**src/rtl/btn_event_gen.sv**
```systemverilog
// btn_event_gen: multi-channel push-button front end.
// Each channel independently synchronises, debounces and tracks its button,
// producing a one-cycle press pulse (plus optional hold-to-repeat pulses),
// a one-cycle release pulse and a clean debounced level. All outputs are
// registered; channels share no state.

module btn_event_gen #(
    parameter int NUM_BTN      = 2,      // independent channels (>=1)
    parameter int NUM_SYNC     = 2,      // synchronizer depth (>=2)
    parameter int BTN_ACTIVE   = 1,      // 1 = active-high pins, 0 = active-low
    parameter int DEBOUNCE     = 1000,   // extra stable cycles to accept a change (>=1)
    parameter int REPEAT_EN    = 1,      // 1 = hold-to-repeat enabled
    parameter int REPEAT_DELAY = 50000,  // press pulse to first repeat (>=1)
    parameter int REPEAT_RATE  = 10000   // spacing of later repeats (>=1)
) (
    input  logic               clk_i,
    input  logic               rst_i,
    input  logic [NUM_BTN-1:0] btn_i,
    output logic [NUM_BTN-1:0] press_o,
    output logic [NUM_BTN-1:0] release_o,
    output logic [NUM_BTN-1:0] state_o
);

    // Counter widths sized so the terminal values are representable.
    localparam int DBNC_W  = $clog2(DEBOUNCE + 1);
    localparam int RPT_MAX = (REPEAT_DELAY > REPEAT_RATE) ? REPEAT_DELAY : REPEAT_RATE;
    localparam int RPT_W   = $clog2(RPT_MAX + 1);

    // Terminal counts. The repeat counter uses a phase flag: phase 0 times the
    // initial delay from the press pulse, phase 1 times every later repeat.
    localparam logic [DBNC_W-1:0] DBNC_MAX  = DBNC_W'(DEBOUNCE);
    localparam logic [RPT_W-1:0]  RPT_FIRST = RPT_W'(REPEAT_DELAY - 1);
    localparam logic [RPT_W-1:0]  RPT_NEXT  = RPT_W'(REPEAT_RATE - 1);

    // Per-channel FSM states.
    localparam logic [0:0] ST_IDLE = 1'b0;
    localparam logic [0:0] ST_HELD = 1'b1;

    for (genvar i = 0; i < NUM_BTN; i++) begin : g_ch

        // Polarity-normalised raw pin: 1 always means "pressed".
        logic                a;
        // Synchronizer chain; bit NUM_SYNC-1 is the last flop.
        logic [NUM_SYNC-1:0] sync_d, sync_q;
        logic                s;
        // Control state.
        logic [0:0]          st_d, st_q;
        logic [DBNC_W-1:0]   dbnc_d, dbnc_q;
        logic [RPT_W-1:0]    rpt_d, rpt_q;
        logic                phase_d, phase_q;
        logic [RPT_W-1:0]    rpt_tgt;
        // Registered outputs.
        logic                press_d, press_q;
        logic                rel_d, rel_q;
        logic                state_d, state_q;

        assign a       = (BTN_ACTIVE != 0) ? btn_i[i] : ~btn_i[i];
        assign s       = sync_q[NUM_SYNC-1];
        assign rpt_tgt = phase_q ? RPT_NEXT : RPT_FIRST;

        // Shift the normalised pin into the synchronizer chain.
        always_comb begin
            sync_d = {sync_q[NUM_SYNC-2:0], a};
        end

        // Debounce / hold FSM: decides the next state, counters and pulses.
        always_comb begin
            // NOTE: every signal assigned here gets a default first, so no
            // path can leave one unassigned and infer a latch.
            st_d    = st_q;
            dbnc_d  = dbnc_q;
            rpt_d   = rpt_q;
            phase_d = phase_q;
            press_d = 1'b0;
            rel_d   = 1'b0;
            state_d = state_q;

            case (st_q)
                ST_IDLE: begin
                    if (!s) begin
                        // Any inactive sample restarts the press qualification.
                        dbnc_d = '0;
                    end else if (dbnc_q != DBNC_MAX) begin
                        dbnc_d = dbnc_q + 1'b1;
                    end else begin
                        st_d    = ST_HELD;
                        press_d = 1'b1;
                        state_d = 1'b1;
                        dbnc_d  = '0;
                        rpt_d   = '0;
                        phase_d = 1'b0;
                    end
                end

                ST_HELD: begin
                    if (s) begin
                        // An active sample aborts any release in progress.
                        dbnc_d = '0;
                        if (REPEAT_EN != 0) begin
                            if (rpt_q == rpt_tgt) begin
                                press_d = 1'b1;
                                rpt_d   = '0;
                                phase_d = 1'b1;
                            end else begin
                                rpt_d = rpt_q + 1'b1;
                            end
                        end
                    end else if (dbnc_q != DBNC_MAX) begin
                        // Release qualification; repeat timing is frozen, so
                        // each aborted-release cycle delays later repeats.
                        dbnc_d = dbnc_q + 1'b1;
                    end else begin
                        st_d    = ST_IDLE;
                        rel_d   = 1'b1;
                        state_d = 1'b0;
                        dbnc_d  = '0;
                        rpt_d   = '0;
                        phase_d = 1'b0;
                    end
                end

                default: begin
                    st_d = ST_IDLE;
                end
            endcase
        end

        // Channel registers with synchronous reset; reset also clears the
        // synchronizer so a still-held button is re-qualified from scratch.
        always_ff @(posedge clk_i) begin
            // NOTE: non-blocking assignments so every flop samples the values
            // from before this edge, independent of statement order.
            if (rst_i) begin
                sync_q  <= '0;
                st_q    <= ST_IDLE;
                dbnc_q  <= '0;
                rpt_q   <= '0;
                phase_q <= 1'b0;
                press_q <= 1'b0;
                rel_q   <= 1'b0;
                state_q <= 1'b0;
            end else begin
                sync_q  <= sync_d;
                st_q    <= st_d;
                dbnc_q  <= dbnc_d;
                rpt_q   <= rpt_d;
                phase_q <= phase_d;
                press_q <= press_d;
                rel_q   <= rel_d;
                state_q <= state_d;
            end
        end

        assign press_o[i]   = press_q;
        assign release_o[i] = rel_q;
        assign state_o[i]   = state_q;

    end : g_ch

endmodule : btn_event_gen

```
**config.mk**
```make
export PLATFORM = sky130hd
export DESIGN_NAME = btn_event_gen
export DESIGN_NICKNAME = d
export VERILOG_FILES = /design/src/rtl/btn_event_gen.sv
export SDC_FILE = /design/constraint.sdc
export NUM_CORES = 1
export LEC_CHECK = 0
export BUFFER_PORTS_ARGS = -buffer_cell sky130_fd_sc_hd__buf_2
export CAP_MARGIN = 20
export CORE_MARGIN = 5
export CORE_UTILIZATION = 45
export CTS_BUF_LIST = sky130_fd_sc_hd__clkbuf_16
export DETAILED_ROUTE_END_ITERATION = 12
export HOLD_SLACK_MARGIN = 0.06
export PLACE_DENSITY_LB_ADDON = 0.12
export SETUP_SLACK_MARGIN = 0.4
export SLEW_MARGIN = 10
export SYNTH_ARGS = -nofsm -noshare
export SYNTH_HDL_FRONTEND = slang
export SYNTH_SLANG_ARGS = --single-unit
```
**constraint.sdc**
```tcl
create_clock -name clk_i -period 2.3 [get_ports clk_i]
set_clock_uncertainty 0.05 [all_clocks]
set_input_delay 0.115 -clock clk_i [delete_from_list [all_inputs] [get_ports clk_i]]
set_output_delay 0.115 -clock clk_i [all_outputs]
set_load 0.005 [all_outputs]
```
==> results of run 1 <==
## layer usage
metal  track usage, %  up-vias  wire length, µm  share of wire, %
met4             7.82        0              121               1.5
met1             22.3     1413             3630                46
li1                 -     1508                -                 -
met3             3.91       11              319               4.0
met5                0        -                0                 0
met2             28.4       58             3810                48
## per-stage QoR
| stage | total power, µW | cells | util [%] |
|---|---|---|---|
| after detailed placement | 1210 | 504 | 48.0 |
| final | 2500 | 534 | 58.3 |
| after CTS | 2530 | 528 | 54.8 |
| after floorplan | 1200 | 406 | - |
| after global routing | 2580 | 534 | 58.3 |
| after global placement | 1210 | 504 | 48.0 |
## sequential cells by signal, indices dropped and copies added (netlist names), named ones only
signal,flops
g_ch.dbnc_q,20
g_ch.phase_q,2
g_ch.press_q,2
g_ch.rel_q,2
g_ch.rpt_q,32
g_ch.state_q,2
g_ch.sync_q,4
## cell usage in the layout, fill, tap and decap left out, types with 10 or more instances in the layout
cell,count
buf_4,14
nand3_1,31
inv_1,15
and3_1,10
a21oi_1,21
dfxtp_1,49
xnor2_1,13
or3_1,16
a31oi_1,12
nor2_1,42
dfxtp_2,15
nand2_1,33
## worst paths after layout
kind                                         from                 to  slack (ns)  cells past startpoint
worst max-delay path             g_ch[1].rpt_q[5]   g_ch[1].rpt_q[9]        0.30                      5
worst min-delay path                        rst_i   g_ch[1].rpt_q[0]        0.13                      2
worst max register to register   g_ch[1].rpt_q[5]   g_ch[1].rpt_q[9]        0.30                      5
worst min register to register  g_ch[1].sync_q[0]  g_ch[1].sync_q[1]        0.39                      1
## what timing repair did
item / in CTS / in global routing
hold buffers: 2 / 0
cloned: 1 / 2
setup buffers: 6 / 4
hold endpoints to repair: 2 / 0
endpoints found under the setup margin: 35 / 44
resized for setup: 26 / 49
pin swaps: 10 / 23
## logic make-up after synthesis
| family | after synthesis | synth area share, % |
|---|---|---|
| flops | 66 | 39.5 |
| simple gates | 203 | 32.1 |
| compound gates | 69 | 13.1 |
| xor+xnor | 19 | 4.98 |
| fa+ha+maj | 10 | 3.74 |
| mux | 6 | 2.17 |
| buf+inv | 33 | 4.41 |
## cell type report
class	count	share of cell area (%)
sequential	66	31.9
timing repair buffer	29	5.29
clock inverter	6	1.39
clock buffer	9	5.32
inverter	15	1.33
tap	99	2.93
multi-input combinational	310	51.9
## power by group
part	leakage, µW	switching, µW	internal [µW]
registers	0.000541	4.83	1150
clock network	0.000135	488	824
logic	0.000645	24.6	13.3
total	0.00132	518	1980
## worst max-delay path, delay by kind of cell (launching register included)
family | cells | cell delay (ns)
AND/OR/NAND/NOR | 3 | 1.16
flip-flops | 1 | 0.34
AO/OA/AOI/OAI | 2 | 0.32
==> summary.txt, run 1 <==
Floorplanning
  • Core area: slightly above 7000 µm²
  • Cell Rows: 31
  • I/O pin total: 10
  • Die height: 96.2 µm
  • Initial Util: 46.1%
  • Die width: between 90 and 100 µm
  • Die area: 9260 µm²

Final layout
  • Register area: 1350 µm²
  • Finished layout cell area: 4230 µm²
  • Filler instances: 664
  • Final Net Count: 445
  • Diode count: 0
  • Share of cells above drive strength 1: roughly a quarter
  • Area occupied by multi-input gates: 2190 µm²
  • Area delta synth->final: 26.5%

Place
  • HPWL after detailed placement: ~4800 µm
  • DP Worst Slack: just under 0.2 ns
  • Placed cell area: around 3500 µm²
  • IO Port Bufs: 9
  • GPL Wtd Cong: around 0.83

CTS
  • Clock root buffer: clkbuf_16
  • Worst-Skew Late Latency: 0.33 ns
  • Worst-path clk slew: 0.05 ns
  • Number of clock sinks: 66
  • Clk buf depth: 2
  • Clock tree from TritonCTS: built
  • CTS buffer count: 9
  • H-tree depth: 3

STA
  • RSZ-0062 raised after global routing: yes
  • Period minus WS final: approximately 2 ns
  • Rel. slew slack: between 70 and 80%
  • Fmax: 0.501 GHz
  • Final setup viols: 0
  • Final Max Slew Viols: 0
  • Sum Neg Setup Slack: 0 ns
  • Period utilization: 86.8%
  • Hold WS: between 0.1 and 0.15 ns
  • Worst slew pin tran: between 0.4 and 0.5 ns
  • Final Hold Fails: 0
  • Worst setup margin: between 0.3 and 0.4 ns

Worst setup path
  • CP Launch Type: flop
  • CP most frequent cell: or4_4
  • CP Class: reg2reg
  • Worst endpoint required time: 2.44 ns
  • Largest stage delay, worst path: roughly 0.53 ns
  • CP max FO: 8
  • Crit-path cells: or4_4, or4_4, o21ai_4, or3_4, a31oi_1
  • Max stage delay cell, worst path: or4_4
  • CP arrival: approximately 2.1 ns
  • CP Capture Type: flop

Synthesis
  • Register area share after synthesis: 39.5%
  • Main synth FF type: dfxtp_1
  • Syn Nets: 420
  • Synthesized cell area: roughly 3300 µm²
  • Area contributors post-synth: dfxtp_1, nand3_1, nor2_1
  • Cells after synthesis: between 400 and 500
  • Yosys top cell by area: dfxtp_1
  • Post-synth top cells: dfxtp_1, nor2_1, nand2_1, nand3_1, a21oi_1
  • Unique masters post-synth: 50
  • Syn_area_per_cell: 8.24 µm²
  • Syn. warnings: 0
  • Synth Register Bits: 66
  • Share of the synthesized area in the top cell type: around two fifths
  • Post-synth ARST share: 0%
  • Most common cell in the netlist: dfxtp_1
  • Post-synth EDFFs: 0

Run status
  • Status: completed

Pwr
  • Power per cell area: between 500 and 600 nW/µm²
  • Peak supply drop: between 0.3 and 0.4 mV
  • Leak: 0.00132 µW

Detailed routing
  • DR DRC count: 0
  • DR iter-0 viols: roughly 120
  • Drt total wl: between 7000 and 8000 µm
  • DR pass1 iterations: 5
  • Vias per cell: 5.60
  • Routed len/inst: approximately 15 µm
  • Via count: 2990
  • DRT antenna net count: 0

Global route
  • Tot GR Track Use: between 10% and 20%
  • Vias in the first global route: about 2800
  • Total gr overflow: 0
  • Global-route wire length before repair: 13000 µm
  • Largest net degree at the start of global routing: 21
  • Initial antenna violation count: 0

Run
  • MaxCap Viol Count: 0

Min path
  • Worst hold path class: in2reg
No activity file was read; power rests on OpenSTA's default activity.
==> run 2, diff against run 1 <==
--- a/config.mk
+++ b/config.mk
@@ -13,6 +13,7 @@
 export DETAILED_ROUTE_END_ITERATION = 12
 export HOLD_SLACK_MARGIN = 0.06
 export PLACE_DENSITY_LB_ADDON = 0.12
+export RECOVER_POWER = 25
 export SETUP_SLACK_MARGIN = 0.4
 export SLEW_MARGIN = 10
 export SYNTH_ARGS = -nofsm -noshare
==> constraint.sdc (replaced) <==
create_clock -name clk_i -period 2.45 [get_ports clk_i]
set_clock_uncertainty 0.05 [all_clocks]
set_input_delay 0.1225 -clock clk_i [delete_from_list [all_inputs] [get_ports clk_i]]
set_output_delay 0.1225 -clock clk_i [all_outputs]
set_load 0.005 [all_outputs]
==> summary.txt, run 2 (same netlist as run 1, synthesis figures left out) <==
Global route
  • Tot GR Track Use: 16.7% (-0.84 points)
  • Initial antenna violation count: 0 (unchanged)
  • Total gr overflow: 0 (unchanged)
  • Vias in the first global route: 2669 (-6.3%)
  • Global-route wire length before repair: 12300 µm (-5.0%)
  • Largest net degree at the start of global routing: 20 (-4.8%)

Detailed routing
  • DR iter-0 viols: 92 (-21%)
  • Via count: 2834 (-5.2%)
  • Routed len/inst: 13.5 µm (-8.4%)
  • Drt total wl: 7090 µm (-10%)
  • Vias per cell: 5.41 (-3.4%)
  • DR DRC count: 0 (unchanged)
  • DR pass1 iterations: 4 (-1)
  • DRT antenna net count: 0 (unchanged)

Pwr
  • Net Sw Power: 474 µW (-8.4%)
  • Cell Int Power: 1760 µW (-11%)
  • Peak supply drop: 0.418 mV (+4.6%)
  • Sw frac: 21.2% (+0.53 points)
  • Sequential share of power: 48.4% (+2.4 points)
  • Comb pwr share: 1.5% (about the same)
  • Clock share of power: 50.1% (-2.4 points)
  • Power per cell area: 575 nW/µm² (-2.8%)
  • Leak: 0.00122 µW (-7.7%)

Worst setup path
  • RR Endpoint: g_ch[1].rpt_q[15]
  • Crit-path cells: or4_4, or4_4, o21ai_4, or3_4, a31oi_1
  • CP most frequent cell: or4_4
  • Largest stage delay, worst path: 0.53 ns (about the same)
  • Delay-heaviest family, CP: simple AND/OR/NAND/NOR gates
  • CP arrival: 2.16 ns (+0.02 ns)
  • FF-to-FF setup slack: 0.40 ns (+0.10 ns)
  • Depth of the worst register-to-register path: 5 (unchanged)
  • Worst endpoint required time: 2.56 ns (+0.12 ns)
  • Max stage delay cell, worst path: or4_4
  • CP Class: reg2reg
  • CP Launch Type: flop
  • CP max FO: 8 (unchanged)
  • CP Capture Type: flop
  • Buf+Inv Stages, Crit Path: 0 (unchanged)
  • Reg-to-reg startpoint: g_ch[1].rpt_q[5]

CTS
  • Clock tree from TritonCTS: built
  • Worst-path clk slew: 0.05 ns (about the same)
  • Clock root buffer: clkbuf_16
  • CTS buffer count: 9 (unchanged)
  • Number of clock sinks: 66 (unchanged)
  • Worst-Skew Late Latency: 0.32 ns (about the same)
  • H-tree depth: 3 (unchanged)
  • Clk buf depth: 2 (unchanged)

Floorplanning
  • Die width: 96.2 µm (unchanged)
  • Die area: 9260 µm² (unchanged)
  • Die height: 96.2 µm (unchanged)
  • Initial Util: 46.1% (unchanged)
  • I/O pin total: 10 (unchanged)
  • Cell Rows: 31 (unchanged)
  • Core area: 7250 µm² (unchanged)

Place
  • IO Port Bufs: 9 (unchanged)
  • GPL Wtd Cong: 0.840 (+1.0%)
  • HPWL after detailed placement: 4690 µm (-1.5%)

Final layout
  • Number of flip-flops in the largest register: 32 (unchanged)
  • Area delta synth->final: 16.2%
  • Diode count: 0 (unchanged)
  • Biggest regs: g_ch.rpt_q: 32 flops, g_ch.dbnc_q: 20 flops, g_ch.sync_q: 4 flops
  • Final Net Count: 434 (-2.5%)
  • Most frequent cells in the layout: dfxtp_1, nor2_1, nand2_1, nand3_1, a21oi_1
  • Share of cells above drive strength 1: 13.4% (-11 points)
  • Top reg by flops: g_ch.rpt_q
  • Commonest non-fill, non-tap cell in the layout: dfxtp_1

STA
  • Rel. slew slack: 41.1% (-32 points)
  • Final Max Slew Viols: 0 (unchanged)
  • Hold WS: 0.337 ns (+0.211 ns)
  • Final Hold Fails: 0 (unchanged)
  • Period minus WS final: 2.05 ns (+0.0499 ns)
  • RSZ-0062 raised after global routing: yes
  • Sum Neg Setup Slack: 0 ns (unchanged)
  • Period utilization: 83.5% (-3.3 points)
  • Worst slew pin tran: 0.883 ns (+0.476 ns)
  • Final setup viols: 0 (unchanged)
  • Fmax: 0.489 GHz (-2.4%)

Run
  • MaxCap Viol Count: 0 (unchanged)

Min path
  • Min-delay src: rst_i
  • Worst hold path class: in2reg
  • Hold Path End: g_ch[1].rpt_q[1]
  • WHS Path Cells: 2 (unchanged)

Run status
  • Status: completed
-- run 2: cell count changes in the layout (fill, tap and decap cells not counted), sizes merged --
cell | before | now
bufinv | 1 | 0
a21o | 2 | 1
clkbuf | 9 | 14
buf | 27 | 14
inv | 15 | 17
clkinv | 3 | 4
a21oi | 28 | 27
a211o | 2 | 1
clkinvlp | 2 | 1
-- run 2: timing repair --
| item | CTS | global route |
|---|---|---|
| resized for setup | 4 | 21 |
| buffers inserted | 0 | 5 |
| pin swaps | 0 | 15 |
| cloned | 0 | 0 |
| hold buffers | 2 | 0 |
| hold endpoints to repair | 2 | 0 |
| endpoints found under the setup margin | 11 | 32 |
-- run 2: layout make-up --
class / count / area [µm²]
inverters: 15 / 56.3
flip-flops and latches: 66 / 1330
clock buffers: 9 / 225
repair buffers: 21 / 131
multi-input cells: 307 / 1980
well taps: 99 / 124
clock inverters: 7 / 38.8
fillers: 700 / 3370
-- run 2: how the worst max path moves through the flow --
stage | startpoint | endpoint | slack [ns] | cells after the start
final | g_ch[1].rpt_q[5] | g_ch[1].rpt_q[15] | 0.40 | 5
after global routing | g_ch[1].rpt_q[5] | g_ch[1].rpt_q[6] | 0.34 | 5
after CTS | g_ch[0].sync_q[1] | g_ch[0].rpt_q[14] | 0.40 | 6
after detailed placement | flop | g_ch[1].rpt_q[5] | 0.33 | 6
after global placement | flop | g_ch[1].rpt_q[5] | 0.35 | 6
after floorplan | flop | g_ch[0].rpt_q[10] | 0.57 | 6
-- run 2: metal layers --
metal / GRT usage (%) / up-vias / routed length (µm)
met3: 4.93 / 8 / 277
met5: 0 / - / 0
met2: 25.9 / 46 / 3250
li1: - / 1480 / -
met4: 5.45 / 0 / 95
met1: 22.3 / 1300 / 3470
-- run 2: worst register-to-register path, cell delays in order (launching register included) --
cell and delay (ns):
dfxtp_4 0.36, or4_4 0.53, or4_4 0.47, o21ai_4 0.26
or3_4 0.16, a31oi_1 0.06
-- run 2: power by group through the flow --
stage                     Sequential (µW)  Combinational (µW)  Clock, µW
final                                1080                33.1       1120
after global routing                 1080                37.1       1220
after detailed placement             1110                31.3          0
after global placement               1110                30.9          0
after CTS                            1080                33.9       1160
after floorplan                      1100                22.1          0
-- run 2: metrics by stage --
step / std cells / setup slack [ns] / util [%] / power (µW) / instance area (µm²)
floorplan: 406 / 0.572 / - / 1130 / 3340
global placement: 501 / 0.352 / 47.7 / 1140 / 3460
detailed placement: 501 / 0.329 / 47.7 / 1140 / 3460
CTS: 519 / 0.403 / 51.8 / 2280 / 3760
global route: 524 / 0.341 / 53.6 / 2340 / 3890
finish: 524 / 0.404 / 53.6 / 2230 / 3890
==> run 3, diff against run 2 <==
==> constraint.sdc (replaced) <==
create_clock -name clk_i -period 1.8 [get_ports clk_i]
set_clock_uncertainty 0.05 [all_clocks]
set_input_delay 0.09 -clock clk_i [delete_from_list [all_inputs] [get_ports clk_i]]
set_output_delay 0.09 -clock clk_i [all_outputs]
set_load 0.005 [all_outputs]
==> summary.txt, run 3 (same netlist as run 1, synthesis figures left out) <==
Worst setup path
  • CP arrival: 2.11 ns (-0.05 ns)
  • CP max FO: 8 (unchanged)
  • Largest stage delay, worst path: 0.54 ns (about the same)
  • Worst endpoint required time: 1.95 ns (-0.61 ns)
  • CP startpoint: g_ch[1].rpt_q[5]
  • Reg-to-reg startpoint: g_ch[1].rpt_q[5]
  • Max stage delay cell, worst path: or4_4
  • CP Launch Type: flop
  • Crit-path cells: or4_4, or4_4, o21ai_4, or3_1, a31oi_1
  • CP Capture Type: flop
  • CP Class: reg2reg
  • CP most frequent cell: or4_4

CTS
  • Worst-Skew Late Latency: 0.32 ns (about the same)
  • Clk buf depth: 2 (unchanged)
  • Worst-path clk slew: 0.05 ns (about the same)
  • Clock tree from TritonCTS: built
  • Number of clock sinks: 66 (unchanged)
  • H-tree depth: 3 (unchanged)
  • Clock root buffer: clkbuf_16
  • CTS buffer count: 9 (unchanged)

Place
  • DP Worst Slack: -0.110 ns (-0.439 ns)
  • IO Port Bufs: 9 (unchanged)
  • GPL Wtd Cong: 0.840 (unchanged)
  • Placed cell area: 4090 µm² (+18%)
  • HPWL after detailed placement: 5750 µm (+22%)

Global route
  • Initial antenna violation count: 0 (unchanged)
  • Global-route wire length before repair: 15300 µm (+24%)
  • Tot GR Track Use: 21.3% (+4.6 points)
  • Largest net degree at the start of global routing: 25 (+25%)
  • Vias in the first global route: 3330 (+25%)
  • Total gr overflow: 0 (unchanged)

Pwr
  • Leak: 0.00177 µW (+45%)
  • Peak supply drop: 0.437 mV (+4.5%)
  • Power per cell area: 618 nW/µm² (+7.5%)

STA
  • Period minus WS final: 1.96 ns (-0.0877 ns)
  • Final setup viols: 28 (+28)
  • Worst slew pin tran: 1.30 ns (+0.415 ns)
  • Sum Neg Setup Slack: -2.51 ns (-2.51 ns)
  • RSZ-0062 raised after global routing: yes
  • Final Max Slew Viols: 0 (unchanged)
  • Worst setup margin: -0.158 ns (-0.562 ns)
  • Final Hold Fails: 0 (unchanged)
  • Period utilization: 109% (+25 points)
  • Fmax: 0.511 GHz (+4.5%)
  • Rel. slew slack: 13.5% (-28 points)

Run status
  • Status: finished with violations
  • Failing checks: setup timing

Final layout
  • Share of cells above drive strength 1: 45.9% (+32 points)
  • Most frequent cells in the layout: buf_4, dfxtp_1, nand2_1, nor2_1, nand3_1
  • Area occupied by multi-input gates: 2430 µm² (+23%)
  • Top reg by flops: g_ch.rpt_q
  • Register area: 1350 µm² (+1.8%)
  • Filler instances: 559 (-20%)
  • Commonest non-fill, non-tap cell in the layout: buf_4
  • Final Net Count: 529 (+22%)
  • Area delta synth->final: 54.4%
  • Finished layout cell area: 5160 µm² (+33%)
  • Biggest regs: g_ch.rpt_q: 32 flops, g_ch.dbnc_q: 20 flops, g_ch.sync_q: 4 flops
  • Diode count: 0 (unchanged)
  • Number of flip-flops in the largest register: 32 (unchanged)
  • Util after Layout: 71.2% (+18 points)

Min path
  • Worst hold path class: in2reg
  • Min-delay src: rst_i

Floorplanning
  • Die area: 9260 µm² (unchanged)
  • I/O pin total: 10 (unchanged)
  • Die width: 96.2 µm (unchanged)
  • Core area: 7250 µm² (unchanged)
  • Cell Rows: 31 (unchanged)
  • Die height: 96.2 µm (unchanged)
  • Initial Util: 46.1% (unchanged)

Detailed routing
  • Routed len/inst: 15.6 µm (+15%)
  • Drt total wl: 9660 µm (+36%)
  • Vias per cell: 5.57 (+2.9%)
  • Via count: 3440 (+21%)
  • DR pass1 iterations: 4 (unchanged)
  • DRT antenna net count: 0 (unchanged)
  • DR DRC count: 0 (unchanged)
  • DR iter-0 viols: 171 (+86%)

Run
  • MaxCap Viol Count: 0 (unchanged)
[run 3: where the power goes]
group          switching [µW]  leakage, µW  internal [µW]
clock                     607     0.000139           1040
combinational            47.3      0.00108           28.1
sequential               2.33     0.000544           1470
total                     656      0.00177           2540
[run 3: cell type report]
class | instances | area share (%)
Multi-Input combinational cell | 310 | 47.2
Sequential cell | 66 | 26.2
Timing Repair Buffer | 113 | 17.8
Clock buffer | 9 | 4.36
Tap cell | 99 | 2.40
Inverter | 15 | 1.09
Clock inverter | 6 | 0.969
[run 3: stage by stage]
step / total power (µW) / hold slack (ns) / instances
after global placement: 1560 / 0.258 / 570
after floorplan: 1540 / 0.168 / 406
final: 3190 / 0.132 / 618
after detailed placement: 1560 / 0.263 / 570
after CTS: 3210 / 0.0765 / 607
after global routing: 3310 / 0.140 / 618
[run 3: what timing repair did]
item / CTS / global route
setup buffers: 16 / 11
pin swaps: 39 / 32
gates cloned: 4 / 0
hold endpoints to repair: 2 / 0
resized for setup: 68 / 51
hold buffers: 2 / 0
setup endpoints to repair: 62 / 62
[run 3: path summary, 6_finish.rpt]
kind / to / slack [ns] / cells after the start
worst max register to register: g_ch[1].rpt_q[11] / -0.16 / 5
worst max-delay path: g_ch[1].rpt_q[11] / -0.16 / 5
worst min-delay path: g_ch[1].rel_q / 0.13 / 2
worst min register to register: g_ch[0].sync_q[1] / 0.39 / 1
[run 3: critical path: cells and delay by family, from the launching register on]
kind | cells | cell delay (ns)
and+or+nand+nor | 3 | 1.17
AOI/OAI and AO/OA | 2 | 0.31
DFF | 1 | 0.32
[run 3: per-layer routing]
metal	track usage, %	part of all wire [%]	vias to the layer above
met4	9.83	2.5	0
met5	0	0	-
li1	-	-	1674
met3	3.67	4.0	25
met2	35.7	50	81
met1	26.5	44	1660
